==> src/rtl/wideword_pkg.sv <==
// wideword_pkg: shared widths and fetch FSM states for the WideWord register-file port set.
package wideword_pkg;
    localparam int DW = 128;
    localparam int AW = 5;
    localparam int BW = DW / 8;
    typedef enum logic [1:0] {IDLE, READ, HOLD} state_e;
endpackage

==> src/rtl/rf_byte_merge.sv <==
// rf_byte_merge: replaces the enabled bytes of old_i with new_i when hit_i is set.
module rf_byte_merge
    import wideword_pkg::*;
(
    input  logic [DW-1:0] old_i,
    input  logic [DW-1:0] new_i,
    input  logic [BW-1:0] byteen_i,
    input  logic          hit_i,
    output logic [DW-1:0] out_o
);
    for (genvar b = 0; b < BW; b++) begin : g_byte
        assign out_o[8*b +: 8] = (hit_i && byteen_i[b]) ? new_i[8*b +: 8] : old_i[8*b +: 8];
    end
endmodule

==> src/rtl/rf_operand_fetch.sv <==
// rf_operand_fetch: issues dual regfile reads per request and returns both operands,
// merging same-cycle and in-flight writebacks so held operands never go stale.
module rf_operand_fetch
    import wideword_pkg::*;
(
    input  logic          clk,
    input  logic          reset,
    input  logic          req_valid,
    output logic          req_ready,
    input  logic [AW-1:0] req_rs1,
    input  logic [AW-1:0] req_rs2,
    input  logic          wb_en,
    input  logic [AW-1:0] wb_addr,
    input  logic [DW-1:0] wb_data,
    input  logic [BW-1:0] wb_byteen,
    output logic [AW-1:0] rd1addr,
    output logic [AW-1:0] rd2addr,
    output logic          rd1en,
    output logic          rd2en,
    input  logic [DW-1:0] rd1data,
    input  logic [DW-1:0] rd2data,
    output logic [AW-1:0] wraddr,
    output logic [DW-1:0] wrdata,
    output logic [BW-1:0] wrbyteen,
    output logic          wren,
    output logic          op_valid,
    input  logic          op_ready,
    output logic [DW-1:0] op1,
    output logic [DW-1:0] op2
);
    state_e        state_q, state_d;
    logic [AW-1:0] rs1_q, rs2_q;
    logic          fwd_en_q;
    logic [AW-1:0] fwd_addr_q;
    logic [DW-1:0] fwd_data_q;
    logic [BW-1:0] fwd_be_q;
    logic [DW-1:0] op1_q, op1_d, op2_q, op2_d;
    logic [DW-1:0] f1, f2, w1, w2;
    logic          accept;

    assign wren     = wb_en;
    assign wraddr   = wb_addr;
    assign wrdata   = wb_data;
    assign wrbyteen = wb_byteen;

    assign req_ready = (state_q == IDLE) || (state_q == HOLD && op_ready);
    assign accept    = req_valid && req_ready;
    assign rd1en     = accept && !reset;
    assign rd2en     = rd1en;
    assign rd1addr   = rd1en ? req_rs1 : '0;
    assign rd2addr   = rd2en ? req_rs2 : '0;
    assign op_valid  = state_q == HOLD;
    assign op1       = op1_q;
    assign op2       = op2_q;

    // A write committed in the accept cycle is invisible to the read, so it is replayed here.
    rf_byte_merge u_fwd1 (.old_i(rd1data), .new_i(fwd_data_q), .byteen_i(fwd_be_q),
                          .hit_i(fwd_en_q && fwd_addr_q == rs1_q), .out_o(f1));
    rf_byte_merge u_fwd2 (.old_i(rd2data), .new_i(fwd_data_q), .byteen_i(fwd_be_q),
                          .hit_i(fwd_en_q && fwd_addr_q == rs2_q), .out_o(f2));
    rf_byte_merge u_wb1  (.old_i(state_q == READ ? f1 : op1_q), .new_i(wb_data), .byteen_i(wb_byteen),
                          .hit_i(wb_en && wb_addr == rs1_q), .out_o(w1));
    rf_byte_merge u_wb2  (.old_i(state_q == READ ? f2 : op2_q), .new_i(wb_data), .byteen_i(wb_byteen),
                          .hit_i(wb_en && wb_addr == rs2_q), .out_o(w2));

    always_comb begin
        state_d = state_q;
        op1_d   = op1_q;
        op2_d   = op2_q;
        if (accept)
            state_d = READ;
        else if (state_q == READ)
            state_d = HOLD;
        else if (state_q == HOLD && op_ready)
            state_d = IDLE;
        if (state_q == READ || state_q == HOLD) begin
            op1_d = w1;
            op2_d = w2;
        end
    end

    always_ff @(posedge clk) begin
        if (reset) begin
            state_q    <= IDLE;
            rs1_q      <= '0;
            rs2_q      <= '0;
            fwd_en_q   <= 1'b0;
            fwd_addr_q <= '0;
            fwd_data_q <= '0;
            fwd_be_q   <= '0;
            op1_q      <= '0;
            op2_q      <= '0;
        end else begin
            state_q <= state_d;
            op1_q   <= op1_d;
            op2_q   <= op2_d;
            if (accept) begin
                rs1_q      <= req_rs1;
                rs2_q      <= req_rs2;
                fwd_en_q   <= wb_en;
                fwd_addr_q <= wb_addr;
                fwd_data_q <= wb_data;
                fwd_be_q   <= wb_byteen;
            end
        end
    end
endmodule

==> config.mk <==
export PLATFORM = sky130hd
export DESIGN_NAME = rf_operand_fetch
export DESIGN_NICKNAME = d
export VERILOG_FILES = /design/src/rtl/wideword_pkg.sv /design/src/rtl/rf_byte_merge.sv /design/src/rtl/rf_operand_fetch.sv
export SDC_FILE = /design/constraint.sdc
export NUM_CORES = 1
export LEC_CHECK = 0
export CAP_MARGIN = 30
export CORE_AREA = 4 4 321 323
export DETAILED_ROUTE_END_ITERATION = 12
export DIE_AREA = 0 0 325 327
export PLACE_DENSITY_LB_ADDON = 0.08
export SYNTH_ARGS = -nofsm -noshare
export SYNTH_HDL_FRONTEND = slang
export SYNTH_HIERARCHICAL = 1
export SYNTH_SLANG_ARGS = --single-unit
export TNS_END_PERCENT = 100
==> constraint.sdc <==
create_clock -name clk -period 2.6 [get_ports clk]
set_input_delay 0.26 -clock clk [delete_from_list [all_inputs] [get_ports clk]]
set_output_delay 0.26 -clock clk [all_outputs]
set_load 0.005 [all_outputs]
==> flow_summary.toml, run 1 <==
[sta]
maxSlewViolCount = 0
setup_tns_ns = -0.693
final-setup-viol-count = 30
maxSlewHeadroom = 0.354
fmax_mhz = 376
setup_slack_ns = -0.0569
finalHoldViolCount = 0
post-route-period-util = 1.02
finClkSkew_ns = 0.0181
worst_slew_pin_slew_ns = 0.969
finalCriticalPeriod_ns = 2.66
rsz0062_at_grt = "yes"

[worst_setup_path]
critPathBufInv = 3
cp_slowest_stage_delay_ns = 0.32
end_kind = "flip-flop"
startpoint_type = "flip-flop"
arrival_ns = 3.13
crit_chain = "buf_6, xor2_1, nor4_1, and3_2, buf_12, buf_12, nand2_8, mux2_2, mux2_2, mux2_2, mux2i_1, nor2_1"
slowest_stage = "dfxtp_2"
path_max_fanout = 8
path_delay_family = "multiplexers"
crit_required_ns = 3.07
cpMostUsedCell = "mux2_2"
path_class = "flip-flop to flip-flop"

[clock_tree]
cts_buffer_depth = 3
ctsHoldBuffers = 0
cts_buffers = 55
clock-sinks = 418
clock_latency_ns = 0.63
cts.clk_slew.worst_paths_ns = 0.06
cts_tree = "built"
root_buffer = "clkbuf_16"
cts_htree_levels = 2

[power_and_ir_drop]
p_int_w = 0.0157
power.share.switching = 0.293
p_sw_w = 0.00651
power_frac_seq = 0.339
pwr-share-clk = 0.349
power_w = 0.0222
combPwrFrac = 0.312
irDropWorstVdd_mv = 0.442
powerDensity_nw_per_um2 = 610
power_leakage_nw = 14.5

[die]
core_area_sq_um = 99900
die_w_um = 325
initial_core_util = 0.245
fp.dieArea_sq_um = 106000
die_h_um = 327
row_count = 116
ios = 840

[synth]
yosysSeqAreaShare = 0.342
synth_area_leaders = "mux2_2, dfxtp_1, mux2i_1, a22o_1, buf_4"
syn_area_sq_um = 24500
yosysUniqueCellTypes = 25
syn_area_per_cell_sq_um = 10.9
yosysTopAreaCellShare = 0.353
syn_nets = 2678
yosys_register_bits = 418
yosys.area.top_type = "mux2_2"
yosys_warnings = 6
syn_inst = 2255

[routing]
vias = 20139
initialDrtViolationCount = 739
avgRoutedWirePerCell_um = 24.8
drcViolationCount = 0
ant_nets = 0
first_pass_iters = 4
routed_wl_um = 107000
viasPerCell = 4.66

[worst_hold_path]
hold_path_class = "primary input to flip-flop"

[placement]
port_buffers = 839
dpl.hpwl_um = 79900
dpl-instance-area_sq_um = 33900
placed_cells = 4205
gp_congestion = 0.814

[global_routing]
grt_util_met2 = 0.355
globalRouteOverflowTotal = 0
grt_antenna_before_repair = 19
first_global_vias = 21268
grt_util_met1 = 0.218
use_met3 = 0.0485
grt_max_degree = 144
grtUsageTotal = 0.191
grt_pass1_wl_um = 153000
top_usage_layer = "met2"

[cells_and_area]
drive_gt1_frac = 0.340
final_area_sq_um = 36400
nNetsFinal = 3392
finalNonFillerCells = 4324
fin_util = 0.365
synthToLayoutAreaGrowth_pct = 48.6

[run_status]
violations = "negative setup slack"
status = "finished, violations left"

[job]
drv.max_cap_violation_count = 0
layer usage:
metal / vias to the layer above / wire length (um)
li1: 9492 / -
met1: 9976 / 43300
met2: 546 / 55500
met3: 113 / 6220
met4: 12 / 2010
met5: - / 84
worst register-to-register path, stage by stage, from the launching register on:
cell and delay, ns:
dfxtp_2 0.32, buf_6 0.11, xor2_1 0.15, nor4_1 0.18, and3_2 0.29, buf_12 0.19
buf_12 0.15, nand2_8 0.09, mux2_2 0.31, mux2_2 0.27, mux2_2 0.27, mux2i_1 0.14
nor2_1 0.05
cell type report:
type | count | area (sq um)
inverters | 2 | 12.5
fillers | 9943 | 63500
clock inverters | 8 | 67.6
repair buffers | 939 | 9650
flip-flops and latches | 418 | 8380
well taps | 1298 | 1620
diodes | 14 | 35.0
multi-input cells | 1553 | 14900
clock buffers | 92 | 1760
power by group through the flow:
stage	Sequential (W)	Clock, W	Combinational [W]
after floorplan	0.00751	0	0.00395
after global placement	0.00759	0	0.00679
after detailed placement	0.00761	0	0.00688
after CTS	0.00751	0.00809	0.00697
after global routing	0.00761	0.00828	0.00740
final	0.00752	0.00774	0.00694
per-stage QoR:
step           setup WS [ns]  hold slack, ns
4_1_cts              -0.0685           0.182
3_5_place_dp          -0.195           0.478
5_1_grt               -0.168           0.234
2_1_floorplan          0.268           0.393
6_report             -0.0569           0.239
3_3_place_gp          -0.115           0.470
registers in the layout, summed over array words and instances, names as in the netlist:
name / flops
fwd_addr_q: 5
fwd_be_q: 16
fwd_data_q: 128
fwd_en_q: 1
op1: 128
op2: 128
rs1_q: 5
rs2_q: 5
state_q: 2
cell families (layout without fill, tap and decap cells):
kind of cell | Yosys count | in the layout | share of synthesized area
other | 0 | 14 | 0
XOR/XNOR | 20 | 20 | 0.00715
buffers and inverters | 284 | 1041 | 0.0747
adder cells (fa/ha/maj) | 3 | 3 | 0.00153
AO/OA/AOI/OAI | 164 | 164 | 0.0584
flip-flops | 418 | 418 | 0.342
multiplexers | 1024 | 1024 | 0.458
AND/OR/NAND/NOR | 342 | 342 | 0.0587
final timing paths:
check / from / to / slack [ns] / cells after the start
worst min-delay path: reset / op1[5] / 0.24 / 3
worst min register to register: fwd_data_q[14] / fwd_data_q[14] / 0.49 / 1
worst max register to register: fwd_addr_q[4] / op1[116] / -0.06 / 12
worst max-delay path: fwd_addr_q[4] / op1[116] / -0.06 / 12
Yosys cell counts, drive strengths merged:
cell,instances
mux2,768
dfxtp,418
nor2,257
mux2i,256
buf,239
a22o,160
nand2,65
clkbuf,43
xor2,16
and2,10
and3,4
nor4,4
xnor2,4
ha,3
a21oi,2
inv,2
a21o,1
a31o,1
and3b,1
nor2b,1
repair_timing:
item	4_1_cts	5_1_grt
gates resized for setup	80	60
setup buffers	7	7
pin swaps	5	2
setup endpoints to repair	218	249
placed cells by master (no fill, tap or decap), types with 21 or more instances in the layout:
cell type        Yosys  final
a22o_1             160    160
buf_12               0     38
buf_4              155     55
clkbuf_16            0     57
clkbuf_8             0     21
clkdlybuf4s50_1      0    828
dfxtp_1            418    413
mux2_2             768    730
mux2_4               0     38
mux2i_1            256    256
nand2_8              0     21
nor2_1             257    257
Note: power is estimated with default switching activity, not from simulation.
==> run 2: changes to the inputs <==
--- a/config.mk
+++ b/config.mk
@@ -6,9 +6,13 @@
 export NUM_CORES = 1
 export LEC_CHECK = 0
 export CAP_MARGIN = 30
-export CORE_AREA = 4 4 321 323
+export CELL_PAD_IN_SITES_DETAIL_PLACEMENT = 1
+export CELL_PAD_IN_SITES_GLOBAL_PLACEMENT = 2
+export CORE_ASPECT_RATIO = 0.5
+export CORE_MARGIN = 4
+export CORE_UTILIZATION = 28
+export CTS_CLUSTER_DIAMETER = 40
 export DETAILED_ROUTE_END_ITERATION = 12
-export DIE_AREA = 0 0 325 327
 export PLACE_DENSITY_LB_ADDON = 0.08
 export SYNTH_ARGS = -nofsm -noshare
 export SYNTH_HDL_FRONTEND = slang
==> run 2 against run 1 <==
Sequential share of layout area down 0.20 points; the flow still finishes with violations (negative setup slack); combinational power fell by 1%; register-to-register slack got worse by 0.10 ns; non-clock buffer count grew 7; global-route usage grew 2.1 points; clock power is 23% higher; cell count down 2.2%; total power up 7.5%; routed wire length shrank 4.6%; sequential power is essentially flat; critical path depth decreased by 1; largest cell class unchanged; setup slack got worse by 0.10 ns.
==> flow_summary.toml, run 2 (synthesized netlist as in run 1, its figures left out) <==
[power_and_ir_drop]
power.share.switching = 0.290
power_frac_seq = 0.314
powerDensity_nw_per_um2 = 650
combPwrFrac = 0.287
power_leakage_nw = 14.8
irDropWorstVdd_mv = 0.422
pwr-share-clk = 0.399
p_int_w = 0.0170
p_sw_w = 0.00692

[die]
row_count = 76
ios = 840
initial_core_util = 0.284
fp.dieArea_sq_um = 92500
die_h_um = 217
core_area_sq_um = 86300
die_w_um = 426

[sta]
setup_slack_ns = -0.161
maxSlewHeadroom = 0.360
worst_slew_pin_slew_ns = 0.960
finalCriticalPeriod_ns = 2.76
maxSlewViolCount = 0
finClkSkew_ns = 0.0144
hold_slack_ns = 0.192
final-setup-viol-count = 226
post-route-period-util = 1.06
finalHoldViolCount = 0
fmax_mhz = 362
rsz0062_at_grt = "yes"
setup_tns_ns = -16.18

[worst_hold_path]
min_to = "op1[122]"
hp-start = "reset"
hold_path_class = "primary input to flip-flop"
worstHoldPathCells = 3

[worst_setup_path]
r2r_cells = 11
path_class = "flip-flop to flip-flop"
arrival_ns = 3.24
startpoint_type = "flip-flop"
critPathBufInv = 2
r2r-end = "op1[115]"
slowest_stage = "nor4_1"
reg2reg_from = "fwd_addr_q[1]"
path_max_fanout = 8
ff2ff_setup_slack_ns = -0.16
crit_chain = "xor2_1, nor4_1, and3_4, buf_12, clkbuf_16, nand2_4, mux2_2, mux2_2, mux2_2, mux2i_1, nor2_1"
crit_required_ns = 3.07
end_kind = "flip-flop"
cpMostUsedCell = "mux2_2"
cp_slowest_stage_delay_ns = 0.36
path_delay_family = "multiplexers"

[routing]
ant_nets = 0
first_pass_iters = 6
vias = 20120
drcViolationCount = 0
avgRoutedWirePerCell_um = 24.2
viasPerCell = 4.76
initialDrtViolationCount = 658
routed_wl_um = 102000

[global_routing]
first_global_vias = 21362
grt_util_met1 = 0.243
top_usage_layer = "met2"
grt_max_degree = 138
globalRouteOverflowTotal = 0
use_met3 = 0.0373
grt_util_met2 = 0.394
grt_antenna_before_repair = 17
grtUsageTotal = 0.212
grt_pass1_wl_um = 148000

[clock_tree]
cts_buffers = 69
cts_buffer_depth = 3
root_buffer = "clkbuf_16"
cts_htree_levels = 3
cts_tree = "built"
clock-sinks = 418
clock_latency_ns = 0.62
cts.clk_slew.worst_paths_ns = 0.06

[run_status]
status = "finished, violations left"
violations = "negative setup slack"

[placement]
port_buffers = 839
gp_congestion = 0.767
dpl.hpwl_um = 73800

[cells_and_area]
nNetsFinal = 3414
regArea_sq_um = 8380
fin_util = 0.425
synthToLayoutAreaGrowth_pct = 50.0
fillCellCount = 9270
multiInputGateArea_sq_um = 14700
drive_gt1_frac = 0.348
layout.cells.most_common = "clkdlybuf4s50_1"
layout_common_cells = "clkdlybuf4s50_1, mux2_2, dfxtp_1"

[job]
drv.max_cap_violation_count = 0
## run 2: how the worst max path moves through the flow
| stage | startpoint | end | slack, ns | cells after the start |
|---|---|---|---|---|
| final | fwd_addr_q[1] | op1[115] | -0.16 | 11 |
| after global routing | fwd_addr_q[1] | op1[61] | -0.27 | 11 |
| after CTS | fwd_addr_q[1] | op1[98] | -0.07 | 10 |
| after detailed placement | fwd_addr_q[2] | op1[70] | -0.08 | 10 |
| after global placement | fwd_addr_q[2] | op2[77] | -0.05 | 10 |
| after floorplan | fwd_addr_q[0] | op2[40] | 0.27 | 11 |
## run 2: layout make-up
type	count	share of cell area
clock inverters	34	0.0104
multi-input cells	1554	0.401
clock buffers	89	0.0532
inverters	2	0.000272
diodes	15	0.00102
repair buffers	946	0.266
well taps	1170	0.0399
flip-flops and latches	418	0.228
## run 2: stage by stage
stage / instances / worst slack (ns) / area (sq um) / total power, W
6_report: 4228 / -0.161 / 36700 / 0.0239
5_1_grt: 4228 / -0.269 / 36700 / 0.0251
4_1_cts: 4207 / -0.0726 / 36300 / 0.0242
2_1_floorplan: 2255 / 0.268 / 24500 / 0.0115
3_5_place_dp: 4075 / -0.0842 / 33800 / 0.0144
3_3_place_gp: 4075 / -0.0524 / 33800 / 0.0143
## run 2: layer usage
layer  vias up  wire, um  part of all wire
met5         -        23           0.00022
met2       344     55300              0.54
met1     10098     40900              0.40
met3       136      3300             0.032
li1       9538         -                 -
met4         4      2780             0.027
## run 2: worst min-delay path, cell delays in order
cell    delay [ns]
buf_8         0.11
buf_12        0.23
nor2_1        0.16
## run 2: power by group through the flow
stage	clock network (W)	registers (W)	logic [W]
2_1_floorplan	0	0.00751	0.00395
3_3_place_gp	0	0.00758	0.00671
3_5_place_dp	0	0.00759	0.00679
4_1_cts	0.00988	0.00748	0.00684
5_1_grt	0.0102	0.00759	0.00735
6_report	0.00953	0.00750	0.00685
## run 2: what timing repair did
item,CTS,global route
pin swaps,3,5
resized for setup,37,67
hold endpoints to repair,1,0
buffers inserted,7,6
setup endpoints to repair,189,251
gates cloned,1,2
hold buffers,1,0
